==> src/rtl/num2ascii_pkg.sv <==
// Shared types and constants for the binary-to-ASCII decimal streamer.
package num2ascii_pkg;

    typedef enum logic [2:0] {
        S_IDLE  = 3'd0,
        S_CONV  = 3'd1,
        S_PREP  = 3'd2,
        S_SIGN  = 3'd3,
        S_DIGIT = 3'd4,
        S_CR    = 3'd5,
        S_LF    = 3'd6
    } state_t;

    localparam logic [7:0] CH_ZERO  = 8'h30;
    localparam logic [7:0] CH_MINUS = 8'h2D;
    localparam logic [7:0] CH_CR    = 8'h0D;
    localparam logic [7:0] CH_LF    = 8'h0A;

    // ceil(width*log10(2)): decimal digits needed for the largest width-bit magnitude
    function automatic int unsigned min_digits(input int unsigned width);
        return (width * 32'd30103 + 32'd99999) / 32'd100000;
    endfunction

endpackage

==> src/rtl/num2ascii_stream_bin2bcd.sv <==
// Sequential double-dabble converter: one shift per cycle, WIDTH cycles per conversion.
module bin2bcd_seq #(
    parameter int unsigned WIDTH  = 32,
    parameter int unsigned DIGITS = 10
) (
    input  logic                  CLK,
    input  logic                  RST,
    input  logic                  en,
    input  logic [WIDTH-1:0]      bin,
    output logic [4*DIGITS-1:0]   bcd,
    output logic                  busy,
    output logic                  fin
);

    localparam int unsigned BCD_W = 4 * DIGITS;
    localparam int unsigned REG_W = BCD_W + WIDTH;
    localparam int unsigned CNT_W = $clog2(WIDTH);

    logic [REG_W-1:0] sr_q, sr_d;
    logic [CNT_W-1:0] cnt_q, cnt_d;
    logic             busy_q, busy_d;
    logic             fin_q, fin_d;

    // Add 3 to every BCD nibble that is 5 or more, ahead of the next shift
    function automatic logic [REG_W-1:0] add3(input logic [REG_W-1:0] r);
        logic [REG_W-1:0] o;
        o = r;
        for (int unsigned d = 0; d < DIGITS; d++) begin
            if (o[WIDTH+4*d +: 4] >= 4'd5) begin
                o[WIDTH+4*d +: 4] = o[WIDTH+4*d +: 4] + 4'd3;
            end
        end
        return o;
    endfunction

    // The load cycle performs the first shift (all BCD nibbles are still zero)
    always_comb begin
        sr_d   = sr_q;
        cnt_d  = cnt_q;
        busy_d = busy_q;
        fin_d  = 1'b0;
        if (en) begin
            sr_d   = {{(BCD_W-1){1'b0}}, bin, 1'b0};
            cnt_d  = CNT_W'(WIDTH - 1);
            busy_d = 1'b1;
        end else if (busy_q) begin
            sr_d  = add3(sr_q) << 1;
            cnt_d = cnt_q - CNT_W'(1);
            if (cnt_q == CNT_W'(1)) begin
                busy_d = 1'b0;
                fin_d  = 1'b1;
            end
        end
    end

    always_ff @(posedge CLK) begin
        if (RST) begin
            sr_q   <= '0;
            cnt_q  <= '0;
            busy_q <= 1'b0;
            fin_q  <= 1'b0;
        end else begin
            sr_q   <= sr_d;
            cnt_q  <= cnt_d;
            busy_q <= busy_d;
            fin_q  <= fin_d;
        end
    end

    assign bcd  = sr_q[REG_W-1 -: BCD_W];
    assign busy = busy_q;
    assign fin  = fin_q;

endmodule

==> src/rtl/num2ascii_stream.sv <==
// Converts a binary value to decimal ASCII and streams it MSD-first over valid/ready.
module num2ascii_stream
    import num2ascii_pkg::*;
#(
    parameter int unsigned WIDTH          = 32,
    parameter int unsigned DIGITS         = 10,
    parameter bit          SIGNED         = 1'b0,
    parameter bit          SUPPRESS_ZEROS = 1'b1,
    parameter bit          TERM_EN        = 1'b1
) (
    input  logic             CLK,
    input  logic             RST,
    input  logic             start_i,
    input  logic [WIDTH-1:0] value_i,
    output logic             busy_o,
    output logic [7:0]       char_o,
    output logic             valid_o,
    input  logic             ready_i,
    output logic             done_o
);

    localparam int unsigned BCD_W = 4 * DIGITS;
    localparam int unsigned IDX_W = (DIGITS > 1) ? $clog2(DIGITS) : 1;

    if (WIDTH < 2 || WIDTH > 64) begin : g_bad_width
        $error("num2ascii_stream: WIDTH must be within 2..64");
    end
    if (DIGITS < min_digits(WIDTH)) begin : g_bad_digits
        $error("num2ascii_stream: DIGITS too small for WIDTH");
    end

    state_t           state_q, state_d;
    logic [IDX_W-1:0] idx_q, idx_d;
    logic             neg_q, neg_d;
    logic [7:0]       char_q, char_d;
    logic             valid_q, valid_d;
    logic             busy_q, busy_d;
    logic             done_q, done_d;

    logic             conv_en_c;
    logic             xfer_c;
    logic             finish_c;
    logic [WIDTH-1:0] mag_c;
    logic [IDX_W-1:0] first_idx_c;
    logic [BCD_W-1:0] bcd;
    logic             conv_busy;
    logic             conv_fin;

    function automatic logic [7:0] digit_char(input logic [BCD_W-1:0] b,
                                              input logic [IDX_W-1:0] i);
        return CH_ZERO + {4'h0, b[4*i +: 4]};
    endfunction

    // Two's complement magnitude; the most negative value maps onto itself as unsigned
    always_comb begin
        mag_c = value_i;
        if (SIGNED && value_i[WIDTH-1]) begin
            mag_c = ~value_i + WIDTH'(1);
        end
    end

    bin2bcd_seq #(
        .WIDTH  (WIDTH),
        .DIGITS (DIGITS)
    ) u_bin2bcd (
        .CLK  (CLK),
        .RST  (RST),
        .en   (conv_en_c),
        .bin  (mag_c),
        .bcd  (bcd),
        .busy (conv_busy),
        .fin  (conv_fin)
    );

    // Highest nonzero digit when suppressing; an all-zero value still yields digit 0
    always_comb begin
        first_idx_c = IDX_W'(DIGITS - 1);
        if (SUPPRESS_ZEROS) begin
            first_idx_c = '0;
            for (int unsigned i = 0; i < DIGITS; i++) begin
                if (bcd[4*i +: 4] != 4'h0) begin
                    first_idx_c = IDX_W'(i);
                end
            end
        end
    end

    assign xfer_c = valid_q && ready_i;

    always_comb begin
        state_d   = state_q;
        idx_d     = idx_q;
        neg_d     = neg_q;
        char_d    = char_q;
        valid_d   = valid_q;
        busy_d    = busy_q;
        done_d    = 1'b0;
        conv_en_c = 1'b0;
        finish_c  = 1'b0;

        unique case (state_q)
            S_IDLE: begin
                if (start_i) begin
                    conv_en_c = 1'b1;
                    neg_d     = SIGNED && value_i[WIDTH-1];
                    busy_d    = 1'b1;
                    state_d   = S_CONV;
                end
            end
            S_CONV: begin
                if (conv_fin && !conv_busy) begin
                    state_d = S_PREP;
                end
            end
            S_PREP: begin
                idx_d   = first_idx_c;
                valid_d = 1'b1;
                if (neg_q) begin
                    state_d = S_SIGN;
                    char_d  = CH_MINUS;
                end else begin
                    state_d = S_DIGIT;
                    char_d  = digit_char(bcd, first_idx_c);
                end
            end
            S_SIGN: begin
                if (xfer_c) begin
                    state_d = S_DIGIT;
                    char_d  = digit_char(bcd, idx_q);
                end
            end
            S_DIGIT: begin
                if (xfer_c) begin
                    if (idx_q == '0) begin
                        if (TERM_EN) begin
                            state_d = S_CR;
                            char_d  = CH_CR;
                        end else begin
                            finish_c = 1'b1;
                        end
                    end else begin
                        idx_d  = idx_q - IDX_W'(1);
                        char_d = digit_char(bcd, idx_q - IDX_W'(1));
                    end
                end
            end
            S_CR: begin
                if (xfer_c) begin
                    state_d = S_LF;
                    char_d  = CH_LF;
                end
            end
            S_LF: begin
                if (xfer_c) begin
                    finish_c = 1'b1;
                end
            end
            default: begin
                state_d = S_IDLE;
            end
        endcase

        if (finish_c) begin
            state_d = S_IDLE;
            valid_d = 1'b0;
            busy_d  = 1'b0;
            done_d  = 1'b1;
            char_d  = 8'h00;
        end
    end

    always_ff @(posedge CLK) begin
        if (RST) begin
            state_q <= S_IDLE;
            idx_q   <= '0;
            neg_q   <= 1'b0;
            char_q  <= 8'h00;
            valid_q <= 1'b0;
            busy_q  <= 1'b0;
            done_q  <= 1'b0;
        end else begin
            state_q <= state_d;
            idx_q   <= idx_d;
            neg_q   <= neg_d;
            char_q  <= char_d;
            valid_q <= valid_d;
            busy_q  <= busy_d;
            done_q  <= done_d;
        end
    end

    assign busy_o  = busy_q;
    assign char_o  = char_q;
    assign valid_o = valid_q;
    assign done_o  = done_q;

endmodule

==> config.mk <==
export PLATFORM = sky130hd
export DESIGN_NAME = num2ascii_stream
export DESIGN_NICKNAME = d
export VERILOG_FILES = /design/src/rtl/num2ascii_pkg.sv /design/src/rtl/num2ascii_stream_bin2bcd.sv /design/src/rtl/num2ascii_stream.sv
export SDC_FILE = /design/constraint.sdc
export NUM_CORES = 1
export LEC_CHECK = 0
export CORE_MARGIN = 5
export CORE_UTILIZATION = 64
export DETAILED_ROUTE_END_ITERATION = 10
export DONT_BUFFER_PORTS = 1
export GPL_ROUTABILITY_DRIVEN = 0
export PLACE_DENSITY = 0.8
export SYNTH_ARGS = -nofsm -noshare
export SYNTH_HDL_FRONTEND = slang
export SYNTH_SLANG_ARGS = --single-unit
==> constraint.sdc <==
create_clock -name CLK -period 3.5 [get_ports CLK]
set_clock_uncertainty 0.15 [all_clocks]
set_input_delay 0.875 -clock CLK [delete_from_list [all_inputs] [get_ports CLK]]
set_output_delay 0.875 -clock CLK [all_outputs]
set_load 0.005 [all_outputs]
**Word level (Yosys, flattened, before mapping)**

Cells that the tools add are included.

- $mul: 0
- Add/subtract/negate cells: 15
- Shift-type cells: 3
- Bitwise gates (word level): 2
- Div/mod/pow operators: 0
- $lt $le $gt $ge: 10
- Mux-type cells: 47
- Reduce and logical (&&, ||, !) cells: 24
- Equality and inequality tests: 14

Operators with widths:

| operator | number |
|---|---|
| $shiftx A40 B7 Y4 | 3 |
| $mux W4 | 19 |
| $mux W33 | 2 |
| $ge A4 B3 Y1 const B | 10 |
| $reduce_bool A4 Y1 | 10 |
| $add A4 B2 Y4 const B | 9 |
| $pmux W8 S4 | 1 |
| $mux W8 | 3 |
| $add A6 B4 Y7 const A | 3 |
| $mux W3 | 7 |
| $pmux W3 S7 | 1 |
| $ne A2 B2 Y1 const B | 7 |
| $mux W1 | 10 |
| $mux W5 | 2 |
| $eq A3 B3 Y1 const B | 3 |
| $pmux W4 S2 | 1 |
| $mux W7 | 1 |
| $reduce_and A7 Y1 | 1 |
| $eq A3 B2 Y1 const B | 2 |
| $eq A5 B1 Y1 const B | 1 |
| $sub A5 B1 Y5 const B | 1 |
| $logic_not A4 Y1 | 1 |
| $reduce_and A4 Y1 | 1 |
| $reduce_bool A2 Y1 | 2 |
| 11 further kinds | 14 |

- Bits in registers: 96
- Memories kept: 0
- Bits in read-only memories: 0
- Latch bits: 0
- Output and inout bits: 11
- Logic and storage cells: 126
- RAM bits: 0

**Longest topological paths before layout**

Gate-level depths: netlist of the first run.

- Depth in word-level cells: 13
- Gate-level depth with buffers: 12

**Hierarchy**

Synthesis of the first run repeated with hierarchy kept, for this count alone.

- Cell total of the unflattened synthesis: 695
- Area, all modules: 5970.7 µm²

By module, submodules not included:

| module | times used | cells an instance | area an instance (µm²) | sequential area each (µm²) |
|---|---|---|---|---|
| bin2bcd_seq | 1 | 483 | 4174.0 | 1561.5 |
| num2ascii_stream | 1 | 212 | 1796.7 | 300.3 |

**Least setup slack after synthesis of the first run**

No wires, ideal clock.

- Path type: flip-flop to flip-flop
- Start point: register idx_q[0]
- End point: register char_q[0] (netlist: char_o[0])
- Period minus slack after synthesis: 3.044 ns
- Setup time: 0.124 ns
- Setup slack: 0.456 ns
- Arrival time: 2.770 ns
- Cell stages (with the launch flop): 13
- Cell sequence: dfxtp_1 -> buf_2 -> clkbuf_1 -> inv_1 -> ha_1 -> buf_1 -> mux4_2 -> mux2i_1 -> nor2_1 -> a311o_1 -> o2111ai_1 -> o21ai_0 -> a2bb2oi_1

- Longest elaborated chain between the ends: 6

Ends and longest elaborated chain:

| item | line | RTL |
|---|---|---|
| from (decl) | num2ascii_stream.sv:33 | `logic [IDX_W-1:0] idx_q, idx_d;` |
| from (signal assigned) | num2ascii_stream.sv:183 | `idx_q <= idx_d;` |
| $sub A4 B1 Y4 | num2ascii_stream.sv:143 | `char_d = digit_char(bcd, idx_q - IDX_W'(1));` |
| $shiftx A40 B7 Y4 | num2ascii_stream.sv:51 | `return CH_ZERO + {4'h0, b[4*i +: 4]};` |
| $add A6 B4 Y7 | num2ascii_stream.sv:51 |  |
| $mux W7 | num2ascii_stream.sv:134 | `if (idx_q == '0) begin` |
| $mux W8 | num2ascii_stream.sv:133 | `if (xfer_c) begin` |
| $pmux W8 S4 * | num2ascii_stream.sv:101 | `unique case (state_q)` |
| to (signal assigned) | num2ascii_stream.sv:185 | `char_q <= char_d;` |
| to (decl) | num2ascii_stream.sv:35 | `logic [7:0] char_q, char_d;` |

Mark *: on every way between the ends. The rest lies on a longest branch, timed or not. The select of a mux whose other input is x is not followed.
A chain may end at the register's enable or synchronous reset.

**Final worst setup path of the first run**

- Start point: register u_bin2bcd.sr_q[68]
- End point: register char_q[3] (netlist: char_o[3])

- Longest elaborated chain between the ends: 5

Ends and longest elaborated chain:

| item | line | RTL |
|---|---|---|
| from (decl) | num2ascii_stream_bin2bcd.sv:19 | `logic [REG_W-1:0] sr_q, sr_d;` |
| from (signal assigned) | num2ascii_stream_bin2bcd.sv:63 | `sr_q <= sr_d;` |
| $reduce_bool A4 Y1 / $shiftx A40 B7 Y4 (equally long branches) | num2ascii_stream.sv:81, num2ascii_stream.sv:51 |  |
| $mux W4 / $add A6 B4 Y7 (equally long branches) | num2ascii_stream.sv:81, num2ascii_stream.sv:51 |  |
| $shiftx A40 B7 Y4 / $mux W7 (equally long branches) | num2ascii_stream.sv:51, num2ascii_stream.sv:134 |  |
| $add A6 B4 Y7 / $mux W8 (equally long branches) | num2ascii_stream.sv:51, num2ascii_stream.sv:133 |  |
| $pmux W8 S4 * | num2ascii_stream.sv:101 |  |

Marked as above.

==> impl_metrics.json, run 1 <==
{
  "status": "complete, no violations",
  "ys_seq_area_frac": 0.324,
  "vias": 4762,
  "cts_tree": "done",
  "drv_slew": 0,
  "start_util": 0.658,
  "p_sw_mw": 1.14,
  "min_period_ns": 3.07,
  "grt_max_degree": 66,
  "crit_chain": "inv_1, ha_1, nor3b_2, nand2_1, a31o_2, o21ai_1, mux4_2, mux2i_1, o2bb2ai_1",
  "slowest_delay_ns": 0.56,
  "avgSynthCellArea_um2": 8.47,
  "dieArea_um2": 11000,
  "postCtsSetupRepairBufs": 0,
  "endpoint_kind": "flip-flop",
  "first_global_vias": 4484,
  "n_fill_cell": 698,
  "ys.flop_type": "dfxtp_1",
  "tightest_slew_ns": 0.796,
  "p_sw_frac": 0.376,
  "drt_iter0_markers": 309,
  "irDropWorstVdd_mv": 0.342,
  "cts_sinks": 93,
  "wirelength_um": 12900,
  "crit_slowest_cell": "mux4_2",
  "synthToLayoutAreaGrowth_pct": 2.77,
  "worstReg2RegStart": "u_bin2bcd.sr_q[68]",
  "min_from": "busy_o",
  "crit_required_ns": 3.61,
  "p_total_mw": 3.04,
  "port_buffers": 0,
  "max-cap-violations": 0,
  "cts_resized": 0,
  "numCtsBuffers": 9,
  "clk_path_buf_depth": 2,
  "ios": 47,
  "syn_area_um2": 5740,
  "leakagePower_nw": 2.20,
  "holdCritPathClass": "flip-flop to flip-flop",
  "wl_per_cell_um": 16.8,
  "ctsHoldBuffers": 0,
  "htreeDepth": 3,
  "antennaDiodeCount": 0,
  "grt_usage": 0.233,
  "power_density_nw_per_um2": 516,
  "final_layout_size_suffix_gt1_frac": 0.0746,
  "tns_ns": 0,
  "ant_nets": 0,
  "synth_edf_count": 0,
  "clk_latency_ns": 0.37,
  "start_kind": "flip-flop",
  "crit_type": "flip-flop to flip-flop",
  "chipHeight_um": 105,
  "drcViolationCount": 0,
  "pwr-share-comb": 0.309,
  "p_int_mw": 1.90,
  "path_max_fanout": 6,
  "nets": 713,
  "place.detailed.hpwl_um": 8970,
  "finalCritPeriodShare": 0.879,
  "timing.final.hold_violations": 0,
  "ys_ff_latch": 93,
  "max-slew-margin-rel": 0.470,
  "max_freq_ghz": 0.325,
  "yosys_warnings": 0,
  "fp-row-count": 34,
  "setup_viol": 0,
  "grt_pass1_wl_um": 21500,
  "clockPowerShare": 0.232,
  "rsz0062_at_grt": "false",
  "drt_pass1_iterations": 7,
  "overflow": 0,
  "cts-root-buf": "clkbuf_8",
  "clk_pin_slew_ns": 0.10,
  "antenna_found_initial": 0,
  "postSynthCellCount": 678,
  "crit_arrival_ns": 3.18,
  "pwr-share-seq": 0.459,
  "dieWidth_um": 105,
  "coreArea_um2": 8720,
  "worstSetupStartpoint": "u_bin2bcd.sr_q[68]",
  "synth.distinct_cells": 61,
  "ys_async_sr_fraction": 0,
  "via_per_inst": 6.22
}
final timing paths:
path | end | slack [ns] | cells after the start
max | char_o[3] | 0.43 | 9
min | busy_o | 0.34 | 2
max reg2reg | char_o[3] | 0.43 | 9
min reg2reg | busy_o | 0.34 | 2
sequential cells by signal, summed over array words and instances, names as in the netlist:
register / count
u_bin2bcd.fin: 1
u_bin2bcd.busy: 1
done_o: 1
state_q: 3
u_bin2bcd.cnt_q: 5
char_o: 5
valid_o: 1
busy_o: 1
u_bin2bcd.sr_q: 71
idx_q: 4
cell usage after synthesis, types with 3 or more instances:
cell type  count  area (µm²)
a211oi_1      34         255
a21o_1         3        22.5
a21oi_1       62         310
buf_1          5        18.8
buf_4          4        30.0
clkbuf_1      30         113
dfxtp_1       93        1860
ha_1          25         313
inv_1         27         101
mux2_2         3        33.8
mux2i_1       56         561
mux4_1         4         105
mux4_2         8         180
nand2_1       39         146
nand2b_1      15        93.8
nand3_1       21         105
nor2_1        92         345
nor2b_1        3        18.8
nor3_1        16        80.1
nor3b_1        4        30.0
nor3b_2        3        37.5
o2111ai_1      4        35.0
o21ai_0       46         230
or3b_1         6        52.6
xnor2_1       14         123
xor2_1        12         105
power by group through the flow:
stage / sequential, mW / combinational, mW / clock (mW)
2_1_floorplan: 1.34 / 0.834 / 0
4_1_cts: 1.40 / 0.941 / 0.717
5_1_grt: 1.43 / 1.05 / 0.771
3_3_place_gp: 1.41 / 0.898 / 0
6_report: 1.40 / 0.942 / 0.705
3_5_place_dp: 1.42 / 0.930 / 0
kinds of logic after synthesis:
group,share of synthesized area
adder cells (fa/ha/maj),0.0545
AND/OR/NAND/NOR,0.176
flip-flops,0.324
AO/OA/AOI/OAI,0.192
other,0.000653
multiplexers,0.155
buffers and inverters,0.0573
XOR/XNOR,0.0397
through the flow:
step,instances,utilization,hold WS (ns),setup WS [ns],cell area (µm²)
floorplan,679,-,0.292,0.456,5740
finish,765,0.676,0.336,0.425,5900
detailed placement,749,0.655,0.327,0.521,5710
global placement,749,0.655,0.308,0.629,5710
global route,765,0.676,0.351,0.296,5900
CTS,765,0.676,0.342,0.502,5900
placed cells by master, fill, tap and decap left out, types with 10 or more instances in the layout:
cell type	n
inv_1	27
nor2_1	92
nand3_1	21
nand2_1	38
nand2b_1	15
mux2i_1	56
a211oi_1	34
dfxtp_1	92
o21ai_0	46
xor2_1	12
a21oi_1	62
ha_1	25
nor3_1	16
clkbuf_8	10
xnor2_1	14
critical path, delay by kind of cell (launching register included):
| kind | cells | cell delay [ns] |
|---|---|---|
| simple gates | 2 | 0.57 |
| compound gates | 3 | 0.80 |
| mux | 2 | 0.77 |
| buf+inv | 1 | 0.16 |
| fa+ha+maj | 1 | 0.17 |
| flops | 1 | 0.34 |
area by class of cell:
cell class / instances / area, µm² / area share
Multi-Input combinational cell: 514 / 3560 / 0.603
Sequential cell: 93 / 1860 / 0.316
Clock buffer: 10 / 138 / 0.0233
Tap cell: 108 / 135 / 0.0229
Inverter: 27 / 101 / 0.0172
Clock inverter: 6 / 53.8 / 0.00912
Timing Repair Buffer: 7 / 52.6 / 0.00891
layer usage:
layer / GRT usage / part of all wire / routed length [µm] / vias to the layer above
li1: - / - / - / 2345
met1: 0.306 / 0.44 / 5710 / 2243
met2: 0.380 / 0.48 / 6150 / 150
met3: 0.0580 / 0.059 / 758 / 24
met4: 0.0749 / 0.020 / 254 / 0
met5: 0 / 0 / 0 / -
No activity file was read; power rests on OpenSTA's default activity.
==> run 2, diff against run 1 <==
- CORE_UTILIZATION: 64 -> 69
- PLACE_DENSITY: 0.8 -> 0.85
- clock period: 3.5 -> 3.7 ns (I/O delays scaled with it)
==> impl_metrics.json, run 2 (synthesized netlist as in run 1, its figures left out) <==
{
  "grt_usage": 0.256,
  "start_kind": "flip-flop",
  "n_fill_cell": 613,
  "cts_tree": "done",
  "met1_usage": 0.332,
  "setup_viol": 0,
  "dieArea_um2": 10200,
  "layout_common_cells": "nor2_1 (92), dfxtp_1 (92), a21oi_1 (62), mux2i_1 (56), o21ai_0 (46)",
  "crit_slowest_cell": "mux4_1",
  "wl_per_cell_um": 16.7,
  "synthToLayoutAreaGrowth_pct": 2.53,
  "critPathBufInv": 1,
  "power_density_nw_per_um2": 494,
  "ios": 47,
  "drcViolationCount": 0,
  "drt_iter0_markers": 382,
  "crit_type": "flip-flop to flip-flop",
  "drt_pass1_iterations": 5,
  "chipHeight_um": 101,
  "nets": 711,
  "htreeDepth": 3,
  "grt_max_degree": 68,
  "tns_ns": 0,
  "max-cap-violations": 0,
  "endpoint_kind": "flip-flop",
  "min_period_ns": 3.01,
  "max-slew-margin-rel": 0.386,
  "cts_sinks": 93,
  "ctsHoldBuffers": 0,
  "use_met3": 0.0661,
  "numCtsBuffers": 9,
  "largest_reg_flops": 71,
  "place.detailed.hpwl_um": 8860,
  "coreArea_um2": 8180,
  "start_util": 0.702,
  "rsz0062_at_grt": "false",
  "wirelength_um": 12700,
  "timing.final.hold_violations": 0,
  "grt_pass1_wl_um": 21500,
  "busiest_layer": "met2",
  "clk_path_buf_depth": 2,
  "vias": 4882,
  "cpLargestDelayFamily": "multiplexers",
  "crit_chain": "inv_1, ha_1, nor3b_1, a31o_2, o21a_1, mux4_1, mux2i_1, o2bb2ai_1",
  "irDropWorstVdd_mv": 0.415,
  "postCtsSetupRepairBufs": 0,
  "path_max_fanout": 5,
  "tightest_slew_ns": 0.921,
  "crit_arrival_ns": 3.13,
  "largest_register": "u_bin2bcd.sr_q",
  "crit_required_ns": 3.82,
  "cts_resized": 0,
  "port_buffers": 0,
  "first_global_vias": 4575,
  "drv_slew": 0,
  "grtUsageMet2": 0.418,
  "antenna_found_initial": 0,
  "overflow": 0,
  "status": "complete, no violations",
  "final_layout_size_suffix_gt1_frac": 0.0703,
  "clk_latency_ns": 0.37,
  "finalCritPeriodShare": 0.814,
  "max_freq_ghz": 0.332,
  "cts-root-buf": "clkbuf_8",
  "p_total_mw": 2.91,
  "slowest_delay_ns": 0.60,
  "via_per_inst": 6.43,
  "leakagePower_nw": 2.19,
  "antennaDiodeCount": 0,
  "fp-row-count": 33,
  "ant_nets": 0,
  "holdCritPathClass": "flip-flop to flip-flop",
  "dieWidth_um": 101,
  "clk_pin_slew_ns": 0.10
}
-- run 2: final timing paths --
path	from	endpoint	slack [ns]	cells past startpoint
setup reg to reg	u_bin2bcd.sr_q[48]	char_o[1]	0.69	8
hold / removal	u_bin2bcd.sr_q[1]	u_bin2bcd.sr_q[1]	0.34	2
setup / recovery	u_bin2bcd.sr_q[48]	char_o[1]	0.69	8
hold reg to reg	u_bin2bcd.sr_q[1]	u_bin2bcd.sr_q[1]	0.34	2
-- run 2: stage by stage --
stage | worst slack (ns) | util | instances | cell area, µm² | hold slack [ns]
floorplan | 0.656 | - | 679 | 5740 | 0.292
global placement | 0.840 | 0.696 | 744 | 5690 | 0.307
detailed placement | 0.792 | 0.696 | 744 | 5690 | 0.326
CTS | 0.780 | 0.720 | 759 | 5890 | 0.340
global route | 0.557 | 0.720 | 759 | 5890 | 0.373
finish | 0.687 | 0.720 | 759 | 5890 | 0.338
-- run 2: area by class of cell --
type | instances | area [µm²] | share of cell area
Tap cell | 105 | 131 | 0.0223
Sequential cell | 93 | 1860 | 0.317
Clock buffer | 9 | 124 | 0.0210
Inverter | 27 | 101 | 0.0172
Timing Repair Buffer | 5 | 37.5 | 0.00638
Multi-Input combinational cell | 514 | 3560 | 0.604
Clock inverter | 6 | 72.6 | 0.0123
-- run 2: routing by layer --
metal / routed length [µm] / vias up / part of all wire
li1: - / 2351 / -
met1: 5390 / 2314 / 0.42
met2: 6130 / 189 / 0.48
met3: 907 / 28 / 0.071
met4: 265 / 0 / 0.021
met5: 0 / - / 0
-- run 2: power by group --
group / switching, mW / internal [mW]
combinational: 0.549 / 0.354
clock: 0.379 / 0.316
sequential: 0.143 / 1.17
-- run 2: worst min-delay path: stages, from the launching register on --
cell     delay, ns
dfxtp_1       0.32
nand3_1       0.07
a21oi_1       0.06
==> run 3, diff against run 2 <==
- CORE_UTILIZATION: 69 -> 58
- PLACE_DENSITY: 0.85 -> 0.76
- clock period: 3.7 -> 2.65 ns (I/O delays scaled with it)
==> impl_metrics.json, run 3 (synthesized netlist as in run 1, its figures left out) <==
{
  "ios": 47,
  "overflow": 0,
  "antenna_found_initial": 0,
  "place.detailed.hpwl_um": 9510,
  "timing.final.hold_violations": 0,
  "finalHoldWorstSlack_ns": 0.195,
  "port_buffers": 0,
  "first_global_vias": 4664,
  "tightest_slew_ns": 0.563,
  "rr_worst_depth": 9,
  "grt_max_degree": 66,
  "grt_pass1_wl_um": 21800,
  "fp-row-count": 36,
  "cts_sinks": 93,
  "wirelength_um": 13200,
  "path_max_fanout": 4,
  "start_util": 0.590,
  "crit_arrival_ns": 2.66,
  "vias": 4862,
  "chipHeight_um": 109,
  "holdCritPathClass": "input port to flip-flop",
  "crit_type": "flip-flop to flip-flop",
  "holdPathStages": 1,
  "dieWidth_um": 109,
  "numCtsBuffers": 9,
  "worstReg2RegStart": "u_bin2bcd.sr_q[57]",
  "irDropWorstVdd_mv": 0.441,
  "largest_reg_flops": 71,
  "wl_per_cell_um": 16.0,
  "clk_pin_slew_ns": 0.09,
  "largest_register": "u_bin2bcd.sr_q",
  "htreeDepth": 3,
  "leakagePower_nw": 2.39,
  "synthToLayoutAreaGrowth_pct": 9.63,
  "max_freq_ghz": 0.392,
  "coreArea_um2": 9730,
  "drt_pass1_iterations": 5,
  "crit_required_ns": 2.76,
  "p_total_mw": 4.13,
  "layout_common_cells": "nor2_1 (92), dfxtp_1 (92), a21oi_1 (62), mux2i_1 (56), o21ai_0 (45)",
  "drv_slew": 0,
  "ctsHoldBuffers": 0,
  "fin_util": 0.647,
  "drcViolationCount": 0,
  "n_fill_cell": 819,
  "max-slew-margin-rel": 0.621,
  "placed_area_um2": 6030,
  "clk_latency_ns": 0.37,
  "start_kind": "flip-flop",
  "finalCritPeriodShare": 0.962,
  "min_from": "RST",
  "ant_nets": 0,
  "nets": 751,
  "status": "complete, no violations",
  "setup_viol": 0,
  "cts-root-buf": "clkbuf_8",
  "endpoint_kind": "flip-flop",
  "r2r_setup_slack_ns": 0.10,
  "power_density_nw_per_um2": 657,
  "clk_path_buf_depth": 2,
  "final_area_um2": 6290,
  "final_layout_size_suffix_gt1_frac": 0.140,
  "dieArea_um2": 12000,
  "worst_hold_path.endpoint": "done_o",
  "antennaDiodeCount": 0,
  "max-cap-violations": 0,
  "grt_usage": 0.226,
  "r2r-end": "char_o[3]",
  "drt_iter0_markers": 489,
  "min_period_ns": 2.55,
  "cts_tree": "done",
  "via_per_inst": 5.88
}
[run 3: changes by cell type in the layout (fill, tap and decap cells not counted), sizes merged]
cell / previous run / this run
buf: 5 / 45
clkbuf: 9 / 10
clkinv: 2 / 1
[run 3: timing repair]
| item | CTS | global route |
|---|---|---|
| pin swaps | 0 | 2 |
| resized for setup | 1 | 13 |
| setup endpoints to repair | 2 | 4 |
| buffers inserted | 0 | 2 |
[run 3: metrics by stage]
| step | setup WS, ns | TNS [ns] | std cells |
|---|---|---|---|
| floorplan | 0.00705 | 0 | 679 |
| global placement | 0.0966 | 0 | 810 |
| detailed placement | -0.00639 | -0.0101 | 810 |
| CTS | 0.00394 | 0 | 825 |
| global route | -0.0117 | -0.0117 | 827 |
| finish | 0.101 | 0 | 827 |
[run 3: layout make-up]
type / count / area, µm² / area share
Multi-Input combinational cell: 514 / 3610 / 0.574
Clock inverter: 5 / 60.1 / 0.00954
Clock buffer: 10 / 128 / 0.0203
Sequential cell: 93 / 1860 / 0.296
Tap cell: 133 / 166 / 0.0264
Inverter: 27 / 101 / 0.0161
Timing Repair Buffer: 45 / 363 / 0.0577
[run 3: routing by layer]
metal  global-route usage  vias to the layer above  routed length (µm)
met4               0.0980                        0                 248
li1                     -                     2423                   -
met1                0.292                     2273                5930
met5                    0                        -                   0
met2                0.372                      139                6240
met3               0.0364                       27                 778
[run 3: worst max path at each step]
stage | from | end | slack, ns | depth (start not counted)
3_3_place_gp | u_bin2bcd.sr_q[40] | char_o[0] | 0.1 | 9
2_1_floorplan | idx_q[0] | char_o[2] | 0.007 | 11
6_report | u_bin2bcd.sr_q[57] | char_o[3] | 0.10 | 9
3_5_place_dp | u_bin2bcd.sr_q[56] | char_o[1] | -0.006 | 9
5_1_grt | u_bin2bcd.sr_q[68] | char_o[2] | -0.01 | 11
4_1_cts | u_bin2bcd.sr_q[56] | char_o[1] | 0.004 | 9
[run 3: where the power goes]
group	leakage (nW)	internal, mW	switching, mW
clock network	0.0931	0.436	0.508
logic	1.54	0.562	0.806
registers	0.759	1.63	0.190
[run 3: critical path, stage by stage (launching register included)]
cell and delay [ns]:
dfxtp_1 0.31, inv_1 0.11, ha_4 0.16, or3b_4 0.40, nor2_4 0.14, a31o_4 0.19
o21a_4 0.15, mux4_1 0.56, mux2i_1 0.19, o2bb2ai_1 0.08
